==> config.mk <==
export PLATFORM = sky130hd
export DESIGN_NAME = add_seq_controller
export DESIGN_NICKNAME = d
export VERILOG_FILES = /design/src/rtl/add_seq_pkg.sv /design/src/rtl/add_seq_controller_dwell_timer.sv /design/src/rtl/add_seq_controller.sv
export SDC_FILE = /design/constraint.sdc
export NUM_CORES = 1
export LEC_CHECK = 0
export ABC_AREA = 1
export ABC_CLOCK_PERIOD_IN_PS = 4960
export BUFFER_PORTS_ARGS = -buffer_cell sky130_fd_sc_hd__buf_2
export CAP_MARGIN = 20
export CORE_UTILIZATION = 41
export DETAILED_ROUTE_END_ITERATION = 16
export GPL_TIMING_DRIVEN = 0
export MAX_ROUTING_LAYER = met4
export PLACE_DENSITY = 0.66
export SKIP_CTS_REPAIR_TIMING = 1
export SYNTH_ARGS = -nofsm -noshare
export SYNTH_HDL_FRONTEND = slang
export SYNTH_SLANG_ARGS = --single-unit
==> constraint.sdc <==
create_clock -name Clock -period 4.96 [get_ports Clock]
set_clock_uncertainty 0.15 [all_clocks]
set_input_delay 0.496 -clock Clock [delete_from_list [all_inputs] [get_ports Clock]]
set_output_delay 0.496 -clock Clock [all_outputs]
set_load 0.1 [all_outputs]
==> src/rtl/add_seq_pkg.sv <==
// Shared types and constants for the load/add/display sequencer.
package add_seq_pkg;

  localparam int DWELL_W_DEF = 4;
  localparam int PHASE_W_DEF = 2;

  localparam logic [1:0] PH_BLANK = 2'b00;
  localparam logic [1:0] PH_A     = 2'b01;
  localparam logic [1:0] PH_B     = 2'b10;
  localparam logic [1:0] PH_SUM   = 2'b11;

  typedef enum logic [2:0] {
    ST_IDLE,
    ST_LOAD,
    ST_SHOW_A,
    ST_SHOW_B,
    ST_SHOW_SUM,
    ST_DONE
  } state_t;

  function automatic logic [1:0] phase_of(input state_t s);
    case (s)
      ST_SHOW_A:   return PH_A;
      ST_SHOW_B:   return PH_B;
      ST_SHOW_SUM: return PH_SUM;
      default:     return PH_BLANK;
    endcase
  endfunction

  function automatic logic is_show(input state_t s);
    return (s == ST_SHOW_A) || (s == ST_SHOW_B) || (s == ST_SHOW_SUM);
  endfunction

endpackage

==> src/rtl/add_seq_controller_dwell_timer.sv <==
// Loadable down-counter with hold; expired is high on the last cycle of a dwell.
module dwell_timer #(
  parameter int W = 4
) (
  input  logic         Clock,
  input  logic         Reset,
  input  logic         load,
  input  logic         hold,
  input  logic [W-1:0] load_val,
  output logic         expired
);

  logic [W-1:0] cnt_q, cnt_d;

  always_comb begin
    cnt_d = cnt_q;
    if (load)               cnt_d = load_val;
    else if (hold)          cnt_d = cnt_q;
    else if (cnt_q != '0)   cnt_d = cnt_q - 1'b1;
  end

  // NOTE: sequential state uses non-blocking assignments so every flop samples pre-edge values.
  always_ff @(posedge Clock) begin
    if (Reset) cnt_q <= '0;
    else       cnt_q <= cnt_d;
  end

  assign expired = (cnt_q <= W'(1));

endmodule

==> src/rtl/add_seq_controller.sv <==
// Sequencer for the 8-bit load/add/display datapath.
// Optional auto-repeat input Repeat is enabled by defining ADD_SEQ_AUTO_REPEAT_EN.
module add_seq_controller
  import add_seq_pkg::*;
#(
  parameter int DWELL_W = DWELL_W_DEF,
  parameter int PHASE_W = PHASE_W_DEF
) (
  input  logic               Clock,
  input  logic               Reset,
`ifdef ADD_SEQ_AUTO_REPEAT_EN
  input  logic               Repeat,
`endif
  input  logic               Start,
  input  logic               Abort,
  input  logic               Hold,
  input  logic [DWELL_W-1:0] Dwell,
  output logic [PHASE_W-1:0] Counter,
  output logic               Load,
  output logic               Busy,
  output logic               Done,
  output logic               Disp_valid
);

  state_t               state_q, state_d;
  logic [DWELL_W-1:0]   dwell_cap_q, dwell_cap_d;
  logic [PHASE_W-1:0]   counter_q, counter_d;
  logic                 load_q, load_d, busy_q, busy_d, done_q, done_d;
  logic                 disp_valid_q, disp_valid_d;
  logic                 timer_load, timer_hold, timer_expired;
  logic                 go_again;

`ifdef ADD_SEQ_AUTO_REPEAT_EN
  logic repeat_q, repeat_d;

  // Repeat is sampled on the final SHOW_SUM cycle and remembered through DONE.
  always_comb begin
    repeat_d = 1'b0;
    if (state_d == ST_DONE)
      repeat_d = (state_q == ST_SHOW_SUM) ? Repeat : repeat_q;
  end

  always_ff @(posedge Clock) begin
    if (Reset) repeat_q <= 1'b0;
    else       repeat_q <= repeat_d;
  end

  assign go_again = repeat_q;
`else
  assign go_again = 1'b0;
`endif

  // Next-state logic: Abort beats Hold, Hold beats normal progress.
  always_comb begin
    state_d = state_q;
    if (state_q != ST_IDLE && Abort) begin
      state_d = ST_IDLE;
    end else if (state_q != ST_IDLE && Hold) begin
      state_d = state_q;
    end else begin
      case (state_q)
        ST_IDLE:     if (Start && !Abort) state_d = ST_LOAD;
        ST_LOAD:     state_d = ST_SHOW_A;
        ST_SHOW_A:   if (timer_expired) state_d = ST_SHOW_B;
        ST_SHOW_B:   if (timer_expired) state_d = ST_SHOW_SUM;
        ST_SHOW_SUM: if (timer_expired) state_d = ST_DONE;
        ST_DONE:     state_d = go_again ? ST_LOAD : ST_IDLE;
        default:     state_d = ST_IDLE;
      endcase
    end
  end

  always_comb begin
    dwell_cap_d = dwell_cap_q;
    if (state_d == ST_LOAD && state_q != ST_LOAD)
      dwell_cap_d = (Dwell == '0) ? DWELL_W'(1) : Dwell;
  end

  assign timer_load = is_show(state_d) && (state_d != state_q);
  assign timer_hold = (state_q != ST_IDLE) && Hold && !Abort;

  dwell_timer #(.W(DWELL_W)) u_dwell_timer (
    .Clock    (Clock),
    .Reset    (Reset),
    .load     (timer_load),
    .hold     (timer_hold),
    .load_val (dwell_cap_q),
    .expired  (timer_expired)
  );

  // Outputs are decoded from the next state so the registered copies line up with the state.
  always_comb begin
    counter_d    = PHASE_W'(phase_of(state_d));
    load_d       = (state_d == ST_LOAD);
    busy_d       = (state_d != ST_IDLE);
    done_d       = (state_d == ST_DONE) && (state_q != ST_DONE);
    disp_valid_d = (counter_q != '0);
  end

  always_ff @(posedge Clock) begin
    if (Reset) begin
      state_q      <= ST_IDLE;
      dwell_cap_q  <= DWELL_W'(1);
      counter_q    <= '0;
      load_q       <= 1'b0;
      busy_q       <= 1'b0;
      done_q       <= 1'b0;
      disp_valid_q <= 1'b0;
    end else begin
      state_q      <= state_d;
      dwell_cap_q  <= dwell_cap_d;
      counter_q    <= counter_d;
      load_q       <= load_d;
      busy_q       <= busy_d;
      done_q       <= done_d;
      disp_valid_q <= disp_valid_d;
    end
  end

  assign Counter    = counter_q;
  assign Load       = load_q;
  assign Busy       = busy_q;
  assign Done       = done_q;
  assign Disp_valid = disp_valid_q;

endmodule

### After elaboration in Yosys (flattened, before gate mapping)

Index checks and enable logic that the tools add are counted.
W data, S select, Z words.

* bits in registers: 17
* output and inout port bits: 6

* $add $sub $neg: 1
* $lt $le $gt $ge: 1
* equal/unequal tests: 13
* mux-type cells: 12
* reductions and logical operators: 18

Operators with widths (count)
* $mux W3: 6
* $mux W4: 4
* $pmux W3 S5: 1
* $eq A3 B2 Y1 const B: 4
* $eq A3 B3 Y1 const B: 3
* $logic_and A1 B1 Y1: 7
* $eq A3 B1 Y1 const B: 2
* $pmux W2 S3: 1
* $reduce_bool A3 Y1: 2
* $le A4 B1 Y1 const B: 1
* $logic_not A4 Y1: 1
* $reduce_bool A2 Y1: 2
* $reduce_bool A4 Y1: 1
* $sub A4 B1 Y4 const B: 1
* $logic_not A3 Y1: 1
* $ne A3 B1 Y1 const B: 1
* $ne A3 B3 Y1: 1
* $ne A3 B3 Y1 const B: 1
* $logic_or A1 B1 Y1: 2
* $ne A2 B2 Y1 const B: 1
* $reduce_and A2 Y1: 1
* $logic_not A1 Y1: 1

### Depth between registers and ports, before layout

Gate-level depths: netlist of the first run.

* depth in word-level cells: 12
* depth in mapped cells: 17
* depth with buffers taken out: 17

### By module

From an unflattened synthesis of the first run, not the netlist that was laid out.

* cells, all modules: 151
* area, all modules: 1021.0 um^2

Modules (own cells, without submodules)
* add_seq_controller: times used 1, cells an instance 106, area an instance 730.7 um^2, seq. area each 260.2 um^2
* dwell_timer: times used 1, cells an instance 45, area an instance 290.3 um^2, seq. area each 80.1 um^2

### Worst setup path after synthesis of the first run

No wires, ideal clock.

* kind: register to register
* from: register u_dwell_timer.cnt_q[0]
* to: register u_dwell_timer.cnt_q[0]
* library setup time: 0.118 ns
* arrival: 1.574 ns
* data required time: 4.692 ns
* setup slack: 3.118 ns
* stages on the path, launching flop included: 15
* buffers on the path: 0
* cells stage by stage: dfxtp_1 -> inv_1 -> ha_1 -> inv_1 -> nand2_1 -> nand3_1 -> nand2_1 -> nand2_1 -> nand3_2 -> inv_1 -> nand2_1 -> nand2_4 -> nand2_4 -> o21ai_0 -> nor2_1

* word-level cells in the longest chain between the ends: 11

Ends and longest elaborated chain
* from (decl): RTL line add_seq_controller_dwell_timer.sv:13 `logic [W-1:0] cnt_q, cnt_d;`
* from (signal assigned): RTL line add_seq_controller_dwell_timer.sv:25 `else cnt_q <= cnt_d;`
* $le A4 B1 Y1: RTL line add_seq_controller_dwell_timer.sv:28 `assign expired = (cnt_q <= W'(1));`
* $mux W3, on equally long branches: RTL line add_seq_controller.sv:66, add_seq_controller.sv:64, add_seq_controller.sv:65
* $pmux W3 S5: RTL line add_seq_controller.sv:61 `case (state_q)`
* $mux W3: RTL line add_seq_controller.sv:58 `end else if (state_q != ST_IDLE && Hold) begin`
* $mux W3: RTL line add_seq_controller.sv:56 `if (state_q != ST_IDLE && Abort) begin`
* $eq A3 B2 Y1: RTL line add_seq_pkg.sv:31 `return (s == ST_SHOW_A) || (s == ST_SHOW_B) || (s == ST_SHOW_SUM);`
* $logic_or A1 B1 Y1 (2 in series): RTL line add_seq_pkg.sv:31
* $logic_and A1 B1 Y1: RTL line add_seq_controller.sv:79 `assign timer_load = is_show(state_d) && (state_d != state_q);`
* $ne A2 B2 Y1 (no line) or $reduce_bool A2 Y1 (tied branches)
* $reduce_and A2 Y1 (no line)

Parallel ways exist; a longest one is shown, timed or not. The select of a mux whose other input is x is not followed.
A chain may end at the register's enable or synchronous reset.

### Worst setup path in the final report of the first run

* from: register u_dwell_timer.cnt_q[0]
* to: register u_dwell_timer.cnt_q[1]

The elaborated chain is that of the path after synthesis.

==> metrics.csv, run 1 <==
metric;value;unit
outcome;finished, final reports clean;
post-detailed-route count of antenna-violating nets;0;
initial antenna violation count;0;
slack of the worst reg-to-reg path;2.85;ns
number of buffers on the longest clock path;2;
arrival time worst endpoint;2.19;ns
series of cell instances along the critical path;inv_1 -> ha_1 -> nor2_1 -> nor2_1 -> nand2_1 -> a21oi_2 -> nand2_1 -> nand2_2 -> nor2_4 -> nand2_4 -> nand2_4 -> nand2_1 -> nand2_1 -> a21oi_1;
actual slew at the worst max-slew pin;0.491;ns
port bufs;13;
number of clock sinks;17;
die height;52.3;um
synthesized-area fraction occupied by ao, oa, aoi and oai cells;9.65;%
endpoint class of the critical path;flip-flop;
Congestion Overflow GR;0;
Slowest cell on crit path;sky130_fd_sc_hd__dfxtp_1;
maximum number of pins on one net before global-route repair;11;
syn nets;157;
top_reg_cell synth;sky130_fd_sc_hd__dfxtp_1;
final worst path period share;42.6;%
gate count after technology mapping;145;
global-route wire length before repair;3440;um
via total after detailed routing;941;
fmax;473;MHz
final net count;175;
number of synthesized register bits;17;
register clock-pin slew on the reported worst setup and hold paths;0.10;ns
Core ar.;2300;sq um
initial core utilization;45.2;%
Max FO, Critical Path;7;
fraction of registers with async set/reset;0;%
number of library cell types mapped by synthesis;28;
RSZ-0062 raised after global routing;false;
startpoint types;flip-flop;
post-detailed-routing wire length;2100;um
Tmin final;2.11;ns
overall track demand over capacity in global routing;17.6;%
CP Class;reg -> reg;
end-of-flow core utilization;50.7;%
vias per std cell;4.95;
critical path's most frequent cell;sky130_fd_sc_hd__nand2_1;
number of global-route vias before repair;824;
post-synthesis sequential area ratio;32.8;%
RePlAce Congestion;0.854;
final count of pins violating max slew;0;
overall die width;52.3;um
post-synthesis share of cell area spent on full adders, half adders and majority gates;3.62;%
PnR worst setup slack;2.85;ns
full die area;2730;sq um
hold violation total from the final report;0;
half-perimeter wire length after detailed placement;1680;um
FF-to-FF Start;u_dwell_timer.cnt_q[0];
total of max-cap violations;0;
first-iteration detailed-routing DRC count;18;
total number of H-tree levels;1;
Post-Synth XOR/XNOR Area;0.844;%
main combinational cell family by area after synthesis;simple AND/OR/NAND/NOR gates;
TritonCTS clock tree;yes;
Synth Warn #;0;
Antenna Cells;0;
setup TNS;0;ns
root buffer selected by CTS;sky130_fd_sc_hd__clkbuf_4;
number of flops mapped to enable cells by yosys;0;
max-slew headroom at the worst pin;67.5;%
layout cells sized above 1;25.9;%
cell area after synthesis;1040;sq um
area overhead of the layout relative to synthesis;12.3;%
critical path launch point;u_dwell_timer.cnt_q[0];
Crit path largest cell delay;0.34;ns
standard-cell rows;17;
multiplexer fraction of the synthesized cell area;0;%
Post-Synth Simple-Gate Area;44.8;%
total CTS buffers;3;
detail-routed net length per standard cell;11.0;um
Post-Place Worst Slack;2.87;ns
Tightest Hold Check Type;in -> reg;
data required time of the worst path;5.04;ns
ports placed on the boundary;15;
final count of negative-setup-slack endpoints;0;
clock insertion delay at the later pin of the skew report;0.30;ns
commonest cells after routing, fill and taps aside;sky130_fd_sc_hd__nand2_1, sky130_fd_sc_hd__inv_1, sky130_fd_sc_hd__dfxtp_1;
average cell area after synthesis;7.15;sq um
most common library cell in the layout ignoring fill and taps;sky130_fd_sc_hd__nand2_1;
Initial DRT Pass Iterations;4;
number of design rule violations left after detail routing;0;
HP Start;Reset;
## worst paths after layout
kind	endpoint	depth (start not counted)
worst max-delay path	u_dwell_timer.cnt_q[1]	14
worst min-delay path	u_dwell_timer.cnt_q[2]	2
worst max register to register	u_dwell_timer.cnt_q[1]	14
worst min register to register	dwell_cap_q[2]	2
## flip-flops by register name, summed over array words and instances (netlist names)
signal and count:
dwell_cap_q 4, state_q 3, Load 1, Disp_valid 1, Done 1, u_dwell_timer.cnt_q 4
Busy 1, Counter 2
## critical path: cells and delay by family, from the launching register on
kind	cells	cell delay [ns]
AOI/OAI and AO/OA	2	0.37
adders and majority gates	1	0.21
buffers and inverters	1	0.12
DFF	1	0.34
and+or+nand+nor	10	0.83
## Yosys cell counts, types with 2 or more instances
| cell type | count | share of area (%) |
|---|---|---|
| sky130_fd_sc_hd__nand3_1 | 10 | 4.8 |
| sky130_fd_sc_hd__a21oi_1 | 6 | 2.9 |
| sky130_fd_sc_hd__nand3_2 | 3 | 2.9 |
| sky130_fd_sc_hd__nand2_4 | 6 | 6.5 |
| sky130_fd_sc_hd__ha_1 | 3 | 3.6 |
| sky130_fd_sc_hd__nor4_1 | 3 | 1.8 |
| sky130_fd_sc_hd__or2_2 | 2 | 1.2 |
| sky130_fd_sc_hd__nand2_2 | 6 | 3.6 |
| sky130_fd_sc_hd__o21ai_0 | 5 | 2.4 |
| sky130_fd_sc_hd__nor2_4 | 2 | 2.2 |
| sky130_fd_sc_hd__nand2_1 | 34 | 12 |
| sky130_fd_sc_hd__dfxtp_1 | 17 | 33 |
| sky130_fd_sc_hd__inv_1 | 19 | 6.9 |
| sky130_fd_sc_hd__nor2_1 | 15 | 5.4 |
## routing by layer
metal | part of all wire (%) | global-route usage (%) | vias up
met5 | 0 | - | -
met4 | 0.91 | 5.26 | 0
met3 | 3.2 | 5.22 | 4
met2 | 48 | 29.5 | 18
met1 | 47 | 20.1 | 420
li1 | - | - | 499
## final cells by class
class,count,area [sq um]
Fill cell,246,1130
Sequential cell,17,340
Clock buffer,3,22.5
Tap cell,28,35.0
Timing Repair Buffer,13,65.1
Clock inverter,1,5.00
Inverter,20,75.1
Buffer,1,11.3
Multi-Input combinational cell,107,611
## cell families after synthesis
logic type	count (synthesis)
DFF	17
AOI/OAI and AO/OA	17
and+or+nand+nor	86
buffers and inverters	21
adders and majority gates	3
xor gates and xnor gates	1
## per-stage QoR
stage / cells / instance area [sq um] / hold slack [ns]
floorplan: 145 / 1040 / 0.280
detailed placement: 186 / 1140 / 0.300
global placement: 186 / 1140 / 0.289
finish: 190 / 1160 / 0.243
CTS: 190 / 1160 / 0.237
global route: 190 / 1160 / 0.231
Power of run 1 is left out: the tool's default activity adds up to more than one toggle a clock period on the data nets, which glitch-free logic cannot reach.
==> inputs of run 2 (changes only) <==
Settings changed: ABC_AREA 1 to 0, ABC_CLOCK_PERIOD_IN_PS 4960 to 2000, PLACE_DENSITY 0.66 to 0.67.
Clock period 4.96 ns to 2 ns, I/O delays scaled along.
==> metrics.csv, run 2 <==
metric;value;unit
clock insertion delay at the later pin of the skew report;0.29;ns
data required time of the worst path;2.04;ns
post-synthesis share of cell area spent on full adders, half adders and majority gates;4.13;%
number of synthesized register bits;17;
port bufs;14;
HP Start;Dwell[2];
slack of the worst reg-to-reg path;0.12;ns
worst setup path end;u_dwell_timer.cnt_q[1];
number of flops mapped to enable cells by yosys;0;
post-detailed-routing wire length;1750;um
Max FO, Critical Path;5;
post-synthesis sequential area ratio;37.4;%
top post-synthesis cells by area;sky130_fd_sc_hd__dfxtp_1, sky130_fd_sc_hd__mux2i_1, sky130_fd_sc_hd__nor2_1;
FF-to-FF Start;u_dwell_timer.cnt_q[1];
total of max-cap violations;0;
initial antenna violation count;0;
Tmin final;1.88;ns
cell area after synthesis;910;sq um
full die area;2410;sq um
layout cells sized above 1;26.9;%
gate count after technology mapping;101;
area share of the leading cell type in the synthesized netlist;37.4;%
total number of H-tree levels;1;
actual slew at the worst max-slew pin;0.482;ns
Core ar.;2020;sq um
commonest cells after routing, fill and taps aside;sky130_fd_sc_hd__dfxtp_1, sky130_fd_sc_hd__buf_2, sky130_fd_sc_hd__nor2_1;
outcome;finished, final reports clean;
standard-cell rows;16;
number of clock sinks;17;
P per Cell Area;1020;nW/um^2
registers with the most flip-flops;dwell_cap_q x4, u_dwell_timer.cnt_q x4, state_q x3;
first-iteration detailed-routing DRC count;16;
synthesized-area fraction occupied by ao, oa, aoi and oai cells;21.6;%
critical path launch point;u_dwell_timer.cnt_q[1];
Worst Reg-to-Reg Cells;6;
hold violation total from the final report;0;
total CTS buffers;3;
main combinational cell family by area after synthesis;simple AND/OR/NAND/NOR gates;
Hold Crit Depth;3;
Synth Warn #;0;
Antenna Cells;0;
number of buffers on the longest clock path;2;
number of library cell types mapped by synthesis;34;
fraction of registers with async set/reset;0;%
maximum number of pins on one net before global-route repair;11;
number of design rule violations left after detail routing;0;
via total after detailed routing;790;
Congestion Overflow GR;0;
final count of negative-setup-slack endpoints;0;
arrival time worst endpoint;1.92;ns
endpoint class of the critical path;flip-flop;
Leak;0.000444;uW
cell with the most instances after synthesis;sky130_fd_sc_hd__dfxtp_1;
most common library cell in the layout ignoring fill and taps;sky130_fd_sc_hd__dfxtp_1;
area overhead of the layout relative to synthesis;16.8;%
fmax;533;MHz
multiplexer fraction of the synthesized cell area;7.70;%
top_reg_cell synth;sky130_fd_sc_hd__dfxtp_1;
Post-Synth Simple-Gate Area;22.6;%
final worst path period share;93.8;%
worst hold margin;0.000525;ns
half-perimeter wire length after detailed placement;1340;um
maximum vdd ir drop;0.461;mV
post-synthesis cell type with the largest combined area;sky130_fd_sc_hd__dfxtp_1;
startpoint types;flip-flop;
final net count;132;
average cell area after synthesis;9.01;sq um
die height;49.1;um
ports placed on the boundary;15;
detail-routed net length per standard cell;12.0;um
TritonCTS clock tree;yes;
RePlAce Congestion;0.813;
root buffer selected by CTS;sky130_fd_sc_hd__clkbuf_4;
RSZ-0062 raised after global routing;false;
end-of-flow core utilization;52.5;%
end of the worst register-to-register path;u_dwell_timer.cnt_q[1];
max-slew headroom at the worst pin;68.1;%
overall die width;49.1;um
overall track demand over capacity in global routing;16.9;%
most numerous cell types in the synthesized netlist;sky130_fd_sc_hd__dfxtp_1, sky130_fd_sc_hd__nor2_1, sky130_fd_sc_hd__a21oi_1;
initial core utilization;45.0;%
number of global-route vias before repair;727;
Post-Synth XOR/XNOR Area;1.93;%
CP Class;reg -> reg;
final count of pins violating max slew;0;
Tightest Hold Check Type;in -> reg;
post-detailed-route count of antenna-violating nets;0;
register clock-pin slew on the reported worst setup and hold paths;0.10;ns
vias per std cell;5.41;
global-route wire length before repair;3070;um
Initial DRT Pass Iterations;4;
syn nets;113;
-- run 2: cell count changes in the layout (fill, tap and decap cells not counted), sizes merged, moves of 5 or more --
cell   previous run  this run
o21ai             6         1
nor2             18        13
nand3            14         2
nand2            46         4
mux2i             0         7
inv              20         5
-- run 2: cells by family after synthesis --
group                      after synthesis
muxes                                    7
DFF                                     17
AOI/OAI and AO/OA                       26
buffers and inverters                    8
xor gates and xnor gates                 2
adders and majority gates                3
and+or+nand+nor                         38
-- run 2: cell type report --
| cell class | count | area, sq um |
|---|---|---|
| fill | 181 | 960 |
| inverter | 5 | 18.8 |
| sequential | 17 | 342 |
| multi-input combinational | 76 | 548 |
| clock buffer | 4 | 26.3 |
| buffer | 3 | 23.8 |
| timing repair buffer | 14 | 70.1 |
| tap | 27 | 33.8 |
-- run 2: layer usage --
layer / GRT usage [%] / vias to the layer above / wire length [um]
met3: 3.43 / 5 / 102
met4: 7.35 / 0 / 31
met5: - / - / 0
met2: 25.6 / 36 / 806
li1: - / 402 / -
met1: 21.6 / 347 / 814
-- run 2: worst max-delay path: stages (launching register included) --
cell and delay [ns]:
sky130_fd_sc_hd__dfxtp_1 0.39, sky130_fd_sc_hd__inv_1 0.10, sky130_fd_sc_hd__ha_1 0.20, sky130_fd_sc_hd__or2_2 0.37
sky130_fd_sc_hd__a31oi_4 0.26, sky130_fd_sc_hd__nor4b_1 0.10, sky130_fd_sc_hd__a31o_2 0.21
-- run 2: how the worst min path moves through the flow --
stage                          end  slack [ns]
floorplan               Disp_valid        0.12
global placement        Disp_valid        0.29
detailed placement      Disp_valid        0.30
CTS                 dwell_cap_q[2]       0.006
global route            Disp_valid      -0.002
finish              dwell_cap_q[2]      0.0005
-- run 2: per-stage QoR --
step / power, uW / cells / instance area (sq um) / worst slack (ns) / setup TNS [ns]
finish: 1080 / 146 / 1060 / 0.123 / 0
global route: 1160 / 146 / 1060 / 0.0182 / 0
CTS: 1070 / 146 / 1040 / -0.0806 / -0.180
detailed placement: 885 / 142 / 1010 / -0.0619 / -0.121
global placement: 870 / 142 / 1010 / -0.0184 / -0.0184
floorplan: 798 / 101 / 910 / 0.126 / 0
-- run 2: power by group --
group | internal, uW | switching (uW) | leakage (uW)
Combinational | 203 | 255 | 0.000290
Sequential | 387 | 55.5 | 0.000139
Clock | 77.6 | 107 | 0.0000150
Total | 668 | 417 | 0.000444
Note: power is estimated with default switching activity, not from simulation.
==> inputs of run 3 (changes only) <==
Settings changed: SETUP_SLACK_MARGIN from default to 0.4.
==> metrics.csv, run 3 (same netlist as run 2, synthesis figures left out) <==
metric;value;unit
detail-routed net length per standard cell;11.9;um
register clock-pin slew on the reported worst setup and hold paths;0.10;ns
arrival time worst endpoint;1.78;ns
global-route wire length before repair;3020;um
clock insertion delay at the later pin of the skew report;0.29;ns
maximum number of pins on one net before global-route repair;11;
first-iteration detailed-routing DRC count;17;
root buffer selected by CTS;sky130_fd_sc_hd__clkbuf_4;
final cell count without fillers;150;
startpoint types;flip-flop;
half-perimeter wire length after detailed placement;1340;um
setup TNS;0;ns
final worst path period share;87.2;%
CP Class;reg -> reg;
outcome;finished, final reports clean;
Hold Crit Depth;2;
commonest cells after routing, fill and taps aside;sky130_fd_sc_hd__buf_2, sky130_fd_sc_hd__dfxtp_1, sky130_fd_sc_hd__nor2_1;
total number of H-tree levels;1;
placed inst area;1030;sq um
overall track demand over capacity in global routing;16.7;%
TritonCTS clock tree;yes;
initial core utilization;45.0;%
total of max-cap violations;0;
area overhead of the layout relative to synthesis;28.2;%
Tmin final;1.74;ns
post-detailed-routing wire length;1780;um
number of clock sinks;17;
Crit path largest cell delay;0.41;ns
data required time of the worst path;2.04;ns
overall die width;49.1;um
final count of pins violating max slew;0;
ports placed on the boundary;15;
Leak;0.000481;uW
Slowest cell on crit path;sky130_fd_sc_hd__or3_4;
Core ar.;2020;sq um
full die area;2410;sq um
series of cell instances along the critical path;buf_6 -> or3_4 -> buf_4 -> a21oi_4 -> mux2i_1 -> a31o_2;
endpoint class of the critical path;flip-flop;
initial antenna violation count;0;
RePlAce Congestion;0.782;
number of cells in the design after placement;142;
Max FO, Critical Path;5;
cell type group with the largest total delay on the critical path;simple AND/OR/NAND/NOR gates;
number of global-route vias before repair;716;
Initial DRT Pass Iterations;4;
number of design rule violations left after detail routing;0;
Tightest Hold Check Type;in -> reg;
Critical path buffers and inverters;2;
PnR worst setup slack;0.256;ns
maximum vdd ir drop;0.486;mV
Worst Reg-to-Reg Cells;6;
die height;49.1;um
P per Cell Area;1010;nW/um^2
layout cells sized above 1;40.7;%
most common library cell in the layout ignoring fill and taps;sky130_fd_sc_hd__buf_2;
final count of negative-setup-slack endpoints;0;
RSZ-0062 raised after global routing;true;
port bufs;14;
registers with the most flip-flops;dwell_cap_q x4, u_dwell_timer.cnt_q x4, state_q x3;
worst hold margin;0.00248;ns
Post-Place Worst Slack;0.196;ns
number of buffers on the longest clock path;2;
via total after detailed routing;798;
total CTS buffers;3;
fmax;573;MHz
final instance area;1170;sq um
vias per std cell;5.32;
post-detailed-route count of antenna-violating nets;0;
hold violation total from the final report;0;
actual slew at the worst max-slew pin;0.492;ns
max-slew headroom at the worst pin;67.5;%
WP depth;6;
final net count;136;
Congestion Overflow GR;0;
Antenna Cells;0;
standard-cell rows;16;
-- run 3: worst reg2reg max path, cell delays in order (launching register included) --
cell and delay [ns]:
sky130_fd_sc_hd__dfxtp_2 0.33, sky130_fd_sc_hd__buf_6 0.12, sky130_fd_sc_hd__or3_4 0.41, sky130_fd_sc_hd__buf_4 0.16, sky130_fd_sc_hd__a21oi_4 0.15, sky130_fd_sc_hd__mux2i_1 0.09
sky130_fd_sc_hd__a31o_2 0.24
-- run 3: layout make-up --
class	count	area [sq um]
clock buffers	4	26.3
fillers	191	856
inverters	5	21.3
repair buffers	18	100
well taps	27	33.8
plain buffers	3	30.0
multi-input cells	76	607
flip-flops and latches	17	348
-- run 3: metrics by stage --
stage | total power, uW | utilization, %
after floorplan | 830 | -
after detailed placement | 911 | 51.1
final | 1180 | 57.7
after global placement | 901 | 51.1
after global routing | 1270 | 57.7
after CTS | 1090 | 52.4
-- run 3: final timing paths --
| path | start | endpoint | slack, ns |
|---|---|---|---|
| setup / recovery | state_q[0] | u_dwell_timer.cnt_q[1] | 0.26 |
| hold / removal | Reset | Disp_valid | 0.002 |
| setup reg to reg | state_q[0] | u_dwell_timer.cnt_q[1] | 0.26 |
| hold reg to reg | Counter[0] | Disp_valid | 0.32 |
-- run 3: layer usage --
metal / share of wire [%] / routed length [um] / track usage (%)
met1: 48 / 863 / 20.0
met2: 44 / 782 / 26.5
met3: 5.3 / 94 / 4.36
met4: 2.2 / 39 / 6.86
met5: 0 / 0 / -
-- run 3: report_power, final --
| group | total [uW] | internal (uW) | switching (uW) |
|---|---|---|---|
| Combinational | 545 | 265 | 280 |
| Sequential | 454 | 392 | 62.5 |
| Clock | 183 | 77.6 | 106 |
